File: config.mk
export PLATFORM = sky130hd
export DESIGN_NAME = spi_deserializer_flat
export DESIGN_NICKNAME = d
export VERILOG_FILES = /design/src/rtl/spi_deserializer_if.sv /design/src/rtl/spi_deserializer.sv /design/src/flat_wrapper.sv
export SDC_FILE = /design/constraint.sdc
export NUM_CORES = 1
export LEC_CHECK = 0
export ABC_AREA = 1
export ABC_CLOCK_PERIOD_IN_PS = 2300
export BUFFER_PORTS_ARGS = -buffer_cell sky130_fd_sc_hd__buf_4
export CORE_ASPECT_RATIO = 0.5
export CORE_MARGIN = 1
export CORE_UTILIZATION = 38
export CTS_CLUSTER_DIAMETER = 80
export DETAILED_ROUTE_END_ITERATION = 10
export PLACE_DENSITY = 0.55
export SYNTH_ARGS = -nofsm -noshare
export SYNTH_HDL_FRONTEND = slang
export SYNTH_SLANG_ARGS = --single-unit
File: constraint.sdc
create_clock -name clk -period 2.3 [get_ports clk]
set_clock_uncertainty 0.1 [all_clocks]
set_input_delay 0 -clock clk [delete_from_list [all_inputs] [get_ports clk]]
set_output_delay 0 -clock clk [all_outputs]
set_load 0.005 [all_outputs]
File: src/rtl/spi_deserializer_if.sv
// Receive-FIFO write port: the deserializer pushes words, the FIFO reports full.
interface spi_deserializer_if #(
  parameter int DATAWIDTH = 32
);
  logic                 writeEn;
  logic [DATAWIDTH-1:0] writeData;
  logic                 full;

  modport master (output writeEn, output writeData, input full);
  modport slave  (input writeEn, input writeData, output full);
endinterface

File: src/rtl/spi_deserializer.sv
// SPI receive side: synchronizes sclk/mosi/ss_n into clk, shifts MSB-first words
// on sclk rising edges and pushes each completed word into the receive FIFO.
module spi_deserializer #(
  parameter int DATAWIDTH       = 32,
  parameter int BITCOUNTERWIDTH = $clog2(DATAWIDTH)
) (
  input  logic                  clk,
  input  logic                  rst,
  input  logic                  sclk,
  input  logic                  mosi,
  input  logic                  ss_n,
  spi_deserializer_if.master    fifo,
  output logic                  done,
  output logic                  overrun,
  output logic                  frame_err,
  output logic                  busy
);

  typedef enum logic [1:0] {IDLE, SHIFT, PUSH} state_t;

  localparam logic [BITCOUNTERWIDTH-1:0] LAST_BIT = BITCOUNTERWIDTH'(DATAWIDTH - 1);
  localparam logic [BITCOUNTERWIDTH-1:0] CNT_ONE  = BITCOUNTERWIDTH'(1);

  state_t                     state, state_nxt;
  logic                       sclk_m, sclk_s, sclk_d;
  logic                       mosi_m, mosi_s;
  logic                       ss_m, ss_s;
  logic                       sclk_rise;
  logic [DATAWIDTH-1:0]       shift_reg;
  logic [DATAWIDTH-1:0]       write_data_q;
  logic [BITCOUNTERWIDTH-1:0] bit_cnt;
  logic                       frame_err_q;
  logic                       clr_word, shift_en, last_bit, frame_err_nxt;

  // Input synchronizers; sclk gets an extra flop for rising-edge detection
  always_ff @(posedge clk or negedge rst) begin
    if (!rst) begin
      sclk_m <= 1'b0;
      sclk_s <= 1'b0;
      sclk_d <= 1'b0;
      mosi_m <= 1'b0;
      mosi_s <= 1'b0;
      ss_m   <= 1'b1;
      ss_s   <= 1'b1;
    end else begin
      sclk_m <= sclk;
      sclk_s <= sclk_m;
      sclk_d <= sclk_s;
      mosi_m <= mosi;
      mosi_s <= mosi_m;
      ss_m   <= ss_n;
      ss_s   <= ss_m;
    end
  end

  assign sclk_rise = sclk_s & ~sclk_d;

  always_ff @(posedge clk or negedge rst) begin
    if (!rst) state <= IDLE;
    else      state <= state_nxt;
  end

  always_comb begin
    state_nxt     = state;
    clr_word      = 1'b0;
    shift_en      = 1'b0;
    last_bit      = 1'b0;
    frame_err_nxt = 1'b0;
    case (state)
      IDLE: begin
        if (!ss_s) begin
          state_nxt = SHIFT;
          clr_word  = 1'b1;
        end
      end
      SHIFT: begin
        // A completing edge wins over a simultaneous ss_n deassertion
        if (sclk_rise) begin
          shift_en = 1'b1;
          if (bit_cnt == LAST_BIT) begin
            last_bit  = 1'b1;
            state_nxt = PUSH;
          end
        end else if (ss_s) begin
          state_nxt     = IDLE;
          frame_err_nxt = (bit_cnt != '0);
        end
      end
      PUSH:    state_nxt = ss_s ? IDLE : SHIFT;
      default: state_nxt = IDLE;
    endcase
  end

  // Word assembly; writeData is captured with the final bit and held until the next word
  always_ff @(posedge clk or negedge rst) begin
    if (!rst) begin
      shift_reg    <= '0;
      bit_cnt      <= '0;
      write_data_q <= '0;
      frame_err_q  <= 1'b0;
    end else begin
      frame_err_q <= frame_err_nxt;
      if (clr_word) begin
        shift_reg <= '0;
        bit_cnt   <= '0;
      end else if (shift_en) begin
        shift_reg <= {shift_reg[DATAWIDTH-2:0], mosi_s};
        bit_cnt   <= last_bit ? '0 : bit_cnt + CNT_ONE;
        if (last_bit) write_data_q <= {shift_reg[DATAWIDTH-2:0], mosi_s};
      end
    end
  end

  assign fifo.writeEn   = (state == PUSH) & ~fifo.full;
  assign fifo.writeData = write_data_q;
  assign done           = (state == PUSH) & ~fifo.full;
  assign overrun        = (state == PUSH) &  fifo.full;
  assign frame_err      = frame_err_q;
  assign busy           = (state != IDLE);

endmodule
File: src/flat_wrapper.sv
// flat-port wrapper written by rule: the top's interface ports become plain ports
module spi_deserializer_flat 
#(
  parameter int DATAWIDTH       = 32,
  parameter int BITCOUNTERWIDTH = $clog2(DATAWIDTH)
)
  (clk, rst, sclk, mosi, ss_n, done, overrun, frame_err, busy, fifo_writeEn, fifo_writeData, fifo_full);
  spi_deserializer_if #(.DATAWIDTH(DATAWIDTH)) fifo_i ();
  input  logic clk;
  input  logic rst;
  input  logic sclk;
  input  logic mosi;
  input  logic ss_n;
  output logic done;
  output logic overrun;
  output logic frame_err;
  output logic busy;
  output wire logic [$bits(fifo_i.writeEn)-1:0] fifo_writeEn;
  output wire logic [$bits(fifo_i.writeData)-1:0] fifo_writeData;
  input wire logic [$bits(fifo_i.full)-1:0] fifo_full;
  assign fifo_writeEn = fifo_i.writeEn;
  assign fifo_writeData = fifo_i.writeData;
  assign fifo_i.full = fifo_full;
  spi_deserializer #(.DATAWIDTH(DATAWIDTH), .BITCOUNTERWIDTH(BITCOUNTERWIDTH)) u_core (.clk(clk), .rst(rst), .sclk(sclk), .mosi(mosi), .ss_n(ss_n), .fifo(fifo_i), .done(done), .overrun(overrun), .frame_err(frame_err), .busy(busy));
endmodule
Word-level counts from Yosys, hierarchy flattened
Index checks and enable logic that the tools add are counted.
{ "totals": {"memories": 0, "word_cells": 52, "ramBits": 0, "in_bits": 6, "rom_bits": 0, "latchBits": 0, "out_inout_bits": 37, "reg_bits": 78} }
{ "classes": {"n_div": 0, "bitwise": 6, "order_cmp": 0, "n_shift": 0, "n_mux": 21, "add_sub_neg": 1, "n_mul": 0, "n_eq_ne": 6, "n_reduce_logical": 6} }
{ "ops": {"columns": ["operator", "count"], "rows": [
  ["2-to-1 mux 31 bit", 2],
  ["2-to-1 mux 5 bit", 3],
  ["2-to-1 mux 1 bit", 11],
  ["2-to-1 mux 2 bit", 4],
  ["case mux 2 bit (3 select lines)", 1],
  ["AND reduction 3 bit", 2],
  ["adder 5 x 1 -> 5 bit, second input constant", 1],
  ["equality test 5 bit, second input constant", 1],
  ["nonzero test 5 bit", 1],
  ["nonzero test 2 bit", 2],
  ["bitwise AND 1 bit", 3],
  ["inequality test 3 x 1 -> 1 bit, second input constant", 1],
  ["inequality test 3 bit, second input constant", 1],
  ["NOT 1 bit", 3],
  ["equality test 2 x 1 -> 1 bit, second input constant", 1],
  ["equality test 2 bit, second input constant", 1],
  ["zero test 2 bit", 1],
  ["inequality test 2 bit, second input constant", 1]
]} }

Longest topological paths before layout
{ "logic_depth": {"ltp_word": 7, "mapped_depth": 9, "depth_no_buf": 8} }

Least setup slack after synthesis
No wires, ideal clock.
{ "synth_path": {"path_kind": "register to register", "start": "register u_core.bit_cnt[0]", "end": "register u_core.write_data_q[10] (netlist: u_core.fifo.writeData[10])", "path_buffers": 1, "arrival_time_ns": 1.538, "synth_period_minus_slack_ns": 1.703, "slack_ns": 0.597, "stages_incl_launch_ff": 9, "required_time_ns": 2.135, "setup_time_ns": 0.065, "cell_sequence": "dfrtp_1 -> ha_1 -> nand2_1 -> nor2_1 -> ha_1 -> inv_1 -> clkbuf_1 -> o21ai_0 -> nand2_1"} }
{ "synth_via": {"elab_chain_len": 5} }
{ "synth_rtl": {"columns": ["element", "line", "rtl"], "rows": [
  ["from (decl)", "spi_deserializer.sv:31", "logic [BITCOUNTERWIDTH-1:0] bit_cnt;"],
  ["from (signal assigned)", "spi_deserializer.sv:108", "bit_cnt <= last_bit ? '0 : bit_cnt + CNT_ONE;"],
  ["equality test 5 bit", "spi_deserializer.sv:80", "if (bit_cnt == LAST_BIT) begin"],
  ["2-to-1 mux 1 bit", "spi_deserializer.sv:80", null],
  ["2-to-1 mux 1 bit", "spi_deserializer.sv:78", "if (sclk_rise) begin"],
  ["2-to-1 mux 1 bit", "spi_deserializer.sv:69", "case (state)"],
  ["AND reduction 3 bit (no source line)", null, null],
  ["to (signal assigned)", "spi_deserializer.sv:109", "if (last_bit) write_data_q <= {shift_reg[DATAWIDTH-2:0], mosi_s};"],
  ["to (decl)", "spi_deserializer.sv:30", "logic [DATAWIDTH-1:0] write_data_q;"]
]} }
No other way between the ends.
A chain may end at the register's enable or synchronous reset.

Final worst setup path
{ "layout_path": {"start": "register u_core.bit_cnt[0]", "end": "register u_core.write_data_q[0] (netlist: u_core.fifo.writeData[0])"} }
Same word-level chain as after synthesis.

==> metrics.txt <==
# TYPE chip_impl_metric gauge
chip_impl_info{name="status",value="complete, but fails checks"} 1
chip_impl_info{name="violations_in_the_final_reports",value="DRC"} 1
chip_impl_metric{name="largest_stage_delay_on_the_critical_path",unit="ps"} 420
chip_impl_info{name="synth_largest_area_cell",value="dfrtp_1"} 1
chip_impl_metric{name="area_added_between_synthesis_and_finish",unit="%"} 22.07
chip_impl_info{name="critical_setup_path_class",value="reg2reg"} 1
chip_impl_info{name="critical-path-top-cell-by-count",value="nand2_1"} 1
chip_impl_metric{name="tritoncts.num_buffers",unit=""} 9
chip_impl_metric{name="fraction_of_layout_cells_with_a_size_suffix_above_1",unit="%"} 18.51
chip_impl_metric{name="synthMuxAreaShare",unit="%"} 0
chip_impl_metric{name="synth_cell_type_count",unit=""} 24
chip_impl_info{name="worst_r2r_end",value="u_core.fifo.writeData[0]$_DFFE_PN0P_"} 1
chip_impl_metric{name="power.share.sequential",unit="%"} 47.4
chip_impl_metric{name="fin_worst_hold_slack",unit="ps"} 155.0
chip_impl_metric{name="biggest_fanout_along_the_worst_timing_path",unit=""} 33
chip_impl_metric{name="worst_skew_late_latency",unit="ps"} 330
chip_impl_metric{name="antennaDiodeCount",unit=""} 0
chip_impl_metric{name="initial_utilization",unit="%"} 39.26
chip_impl_metric{name="share_clk_of_total_power",unit="%"} 46.4
chip_impl_metric{name="gp_congestion",unit=""} 0.7108
chip_impl_info{name="worstSetupEndpointType",value="register"} 1
chip_impl_metric{name="power_density",unit="mW/mm2"} 784.5
chip_impl_metric{name="detailroute.via_count",unit=""} 2250
chip_impl_metric{name="synth_simple_gate_area_share",unit="%"} 25.18
chip_impl_metric{name="count_of_placed_standard_cells_in_the_final_layout_fillers_left_out",unit=""} 501
chip_impl_metric{name="dpl_cell_area",unit="mm2"} 0.003493
chip_impl_metric{name="wire_length_of_the_first_global_routing_pass",unit="um"} 10620
chip_impl_metric{name="synthAdderAreaFrac",unit="%"} 1.195
chip_impl_metric{name="synth_compound_gate_area_share",unit="%"} 5.976
chip_impl_info{name="tritoncts",value="done"} 1
chip_impl_metric{name="grt_antenna_before_repair",unit=""} 0
chip_impl_info{name="worstPathCellList",value="ha_1 -> nand2_1 -> nor2_1 -> ha_1 -> inv_1 -> nor2_8 -> nand2_1 -> nand2_1"} 1
chip_impl_info{name="synthMostInstantiatedCell",value="nand2_1"} 1
chip_impl_metric{name="dp_hpwl",unit="um"} 3842
chip_impl_metric{name="synth.yosys.seq_area_share",unit="%"} 62.23
chip_impl_metric{name="max_slew.worst_pin.slew",unit="ps"} 959.6
chip_impl_metric{name="cell_internal_pwr",unit="uW"} 2319
chip_impl_metric{name="synth_edf_count",unit=""} 0
chip_impl_info{name="crit-reg2reg-launch",value="u_core.bit_cnt[0]$_DFFE_PN0P_"} 1
chip_impl_metric{name="post-place-cells",unit=""} 481
chip_impl_metric{name="power.static_leakage",unit="uW"} 0.002183
chip_impl_metric{name="pin_count",unit=""} 43
chip_impl_metric{name="detail_route.vias_per_cell",unit=""} 4.491
chip_impl_metric{name="placeableCoreArea",unit="mm2"} 0.008000
chip_impl_metric{name="achievable_frequency",unit="GHz"} 0.5268
chip_impl_info{name="cts_root_buf",value="clkbuf_16"} 1
chip_impl_metric{name="synth_area",unit="mm2"} 0.003141
chip_impl_metric{name="finish.utilization",unit="%"} 47.92
chip_impl_info{name="synthTopCellsByCount",value="173 x nand2_1, 76 x dfrtp_1, 35 x o21ai_0"} 1
chip_impl_metric{name="num-nets-final",unit=""} 393
chip_impl_metric{name="critPathRequiredTime",unit="ps"} 2460
chip_impl_metric{name="clk_pin_slew",unit="ps"} 60
chip_impl_metric{name="combinationalPowerShare",unit="%"} 6.2
chip_impl_metric{name="wl",unit="um"} 6034
chip_impl_metric{name="worst_slew_margin_relative_to_its_limit",unit="%"} 36.03
chip_impl_metric{name="critical_path_arrival",unit="ps"} 2060
chip_impl_metric{name="hold_violation_count_in_the_final_report",unit=""} 0
chip_impl_metric{name="r2r.worst_path.cells",unit=""} 8
chip_impl_metric{name="synthCells",unit=""} 340
chip_impl_metric{name="yosys.area.top_type_share",unit="%"} 60.56
chip_impl_info{name="rsz_0062_raised_after_global_routing",value="no"} 1
chip_impl_info{name="synth_top_family_by_area",value="simple AND/OR/NAND/NOR gates"} 1
chip_impl_metric{name="cts_post_setup_buffers_inserted",unit=""} 0
chip_impl_metric{name="largest_reg_flops",unit=""} 32
chip_impl_metric{name="worst_hold_path.num_cells",unit=""} 3
chip_impl_metric{name="drt_drc_violations_left",unit=""} 1
chip_impl_metric{name="total_negative_setup_slacks",unit="ps"} 0
chip_impl_metric{name="ir_drop",unit="mV"} 0.4565
chip_impl_metric{name="design_area",unit="mm2"} 0.003834
chip_impl_metric{name="period_needed",unit="ps"} 1898
chip_impl_metric{name="firstDrtPassIters",unit=""} 7
chip_impl_metric{name="post_synth_xor_area_fraction",unit="%"} 0
chip_impl_metric{name="ant_nets",unit=""} 0
chip_impl_metric{name="synthesis.area_per_instance",unit="um2"} 9.237
chip_impl_metric{name="regToRegSetupSlack",unit="ps"} 400
chip_impl_info{name="hold-path-endpoint",value="fifo_writeEn"} 1
chip_impl_metric{name="std_cell_rows",unit=""} 23
chip_impl_info{name="hold_path.class",value="in2out"} 1
chip_impl_metric{name="grtUsageTotal",unit="%"} 16.20
chip_impl_metric{name="async_reset_ff_share",unit="%"} 100.0
chip_impl_info{name="synth.area.top_cells",value="dfrtp_1 61%, nand2_1 21%, o21ai_0 5.6%, buf_6 2.2%, dfstp_2 1.7%"} 1
chip_impl_metric{name="die_x",unit="um"} 130.6
chip_impl_metric{name="setup-violations-final",unit=""} 0
chip_impl_metric{name="postSynthRegisterBits",unit=""} 78
chip_impl_metric{name="grt_start_max_net_pins",unit=""} 79
chip_impl_metric{name="cts_sinks",unit=""} 78
chip_impl_metric{name="p_sw",unit="uW"} 688.6
chip_impl_info{name="worst_setup_path_start_kind",value="register"} 1
chip_impl_metric{name="numPortBuffers",unit=""} 42
chip_impl_metric{name="p_sw_share",unit="%"} 22.90
chip_impl_metric{name="cts_resized",unit=""} 0
chip_impl_metric{name="grt_pass1_vias",unit=""} 2269
chip_impl_metric{name="syn_nets",unit=""} 349
chip_impl_metric{name="routedWlPerCell",unit="um"} 12.04
chip_impl_metric{name="yosys_warnings",unit=""} 0
chip_impl_metric{name="report.final.slew_viol_count",unit=""} 0
chip_impl_metric{name="cts_buffer_depth",unit=""} 2
chip_impl_metric{name="ctsHtreeMaxLevel",unit=""} 3
chip_impl_metric{name="drt_iter0_drc",unit=""} 113
chip_impl_info{name="ys_dominant_reg_cell",value="dfrtp_1"} 1
chip_impl_info{name="hold_start",value="fifo_full"} 1
chip_impl_info{name="worst_path_max_delay_cell",value="nor2_8"} 1
chip_impl_metric{name="global_route.overflow_total",unit=""} 0
chip_impl_metric{name="max_cap_viol_count",unit=""} 0
chip_impl_metric{name="die_height",unit="um"} 66.29
chip_impl_metric{name="post_cts_hold_buffer_count",unit=""} 4
chip_impl_metric{name="design.die.area",unit="mm2"} 0.008655
chip_impl_metric{name="post_route_clock_period_utilization",unit="%"} 82.54
==> how the worst max path moves through the flow <==
stage          slack (ps)                     startpoint                               endpoint  depth (start not counted)
2_1_floorplan         600  u_core.bit_cnt[0]$_DFFE_PN0P_  u_core.fifo.writeData[10]$_DFFE_PN0P_                          8
3_3_place_gp          470  u_core.bit_cnt[0]$_DFFE_PN0P_  u_core.fifo.writeData[29]$_DFFE_PN0P_                          8
3_5_place_dp          420  u_core.bit_cnt[0]$_DFFE_PN0P_  u_core.fifo.writeData[12]$_DFFE_PN0P_                          8
4_1_cts               390  u_core.bit_cnt[0]$_DFFE_PN0P_   u_core.fifo.writeData[3]$_DFFE_PN0P_                          8
5_1_grt               180  u_core.bit_cnt[0]$_DFFE_PN0P_   u_core.fifo.writeData[4]$_DFFE_PN0P_                          8
6_report              400  u_core.bit_cnt[0]$_DFFE_PN0P_   u_core.fifo.writeData[0]$_DFFE_PN0P_                          8
==> routing by layer <==
metal | up-vias | share of wire [%] | global-route usage [%]
met4 | 0 | 0 | 5.172
met5 | - | 0 | 0
met3 | 0 | 3.3 | 4.612
met1 | 1076 | 49 | 20.53
met2 | 30 | 47 | 26.85
li1 | 1144 | - | -
==> worst max-delay path, delay by kind of cell, from the launching register on <==
kind / cells / cell delay [ps]
DFF: 1 / 410
buffers and inverters: 1 / 170
and+or+nand+nor: 5 / 780
adders and majority gates: 2 / 360
==> cell type report <==
| class | count | area [um2] |
|---|---|---|
| Sequential cell | 78 | 1954 |
| Clock buffer | 10 | 239.0 |
| Fill cell | 816 | 4167 |
| Tap cell | 112 | 140.1 |
| Timing Repair Buffer | 49 | 377.9 |
| Multi-Input combinational cell | 234 | 1016 |
| Clock inverter | 6 | 61.31 |
| Inverter | 12 | 45.04 |
==> logic make-up (layout without fill, tap and decap cells) <==
family                   Yosys count  count (layout)
AO/OA/AOI/OAI                     37              37
adder cells (fa/ha/maj)            3               3
buffers and inverters             28              77
flip-flops                        78              78
AND/OR/NAND/NOR                  194             194
==> metrics by stage <==
stage / total power (uW) / setup slack (ps)
2_1_floorplan: 1581 / 596.7
3_3_place_gp: 1629 / 474.5
3_5_place_dp: 1635 / 418.3
4_1_cts: 3056 / 388.7
5_1_grt: 3134 / 178.0
6_report: 3007 / 401.6
==> placed cells by master (no fill, tap or decap) <==
cell type	instances
nor2_2	1
nand2_2	1
clkbuf_16	9
dlygate4sd3_1	4
nand2_1	173
clkbuf_8	1
nor2_4	2
clkinv_2	3
nor2_8	1
nand3_1	1
clkinvlp_4	1
inv_1	10
o211ai_1	1
dfstp_2	2
nand2_4	1
bufinv_16	1
a21oi_1	1
nand3_2	1
ha_1	3
o21ai_0	35
inv_2	2
nor3b_1	1
nand4_1	3
clkinv_4	1
nor2_1	9
buf_4	45
dfrtp_1	76
==> power groups by stage <==
stage / Combinational, uW / Sequential (uW) / Clock (uW)
final: 187 / 1430 / 1400
after global routing: 218 / 1430 / 1490
after CTS: 192 / 1420 / 1440
after detailed placement: 186 / 1450 / 0
after global placement: 182 / 1450 / 0
after floorplan: 137 / 1440 / 0
Note: power is estimated with default switching activity, not from simulation.
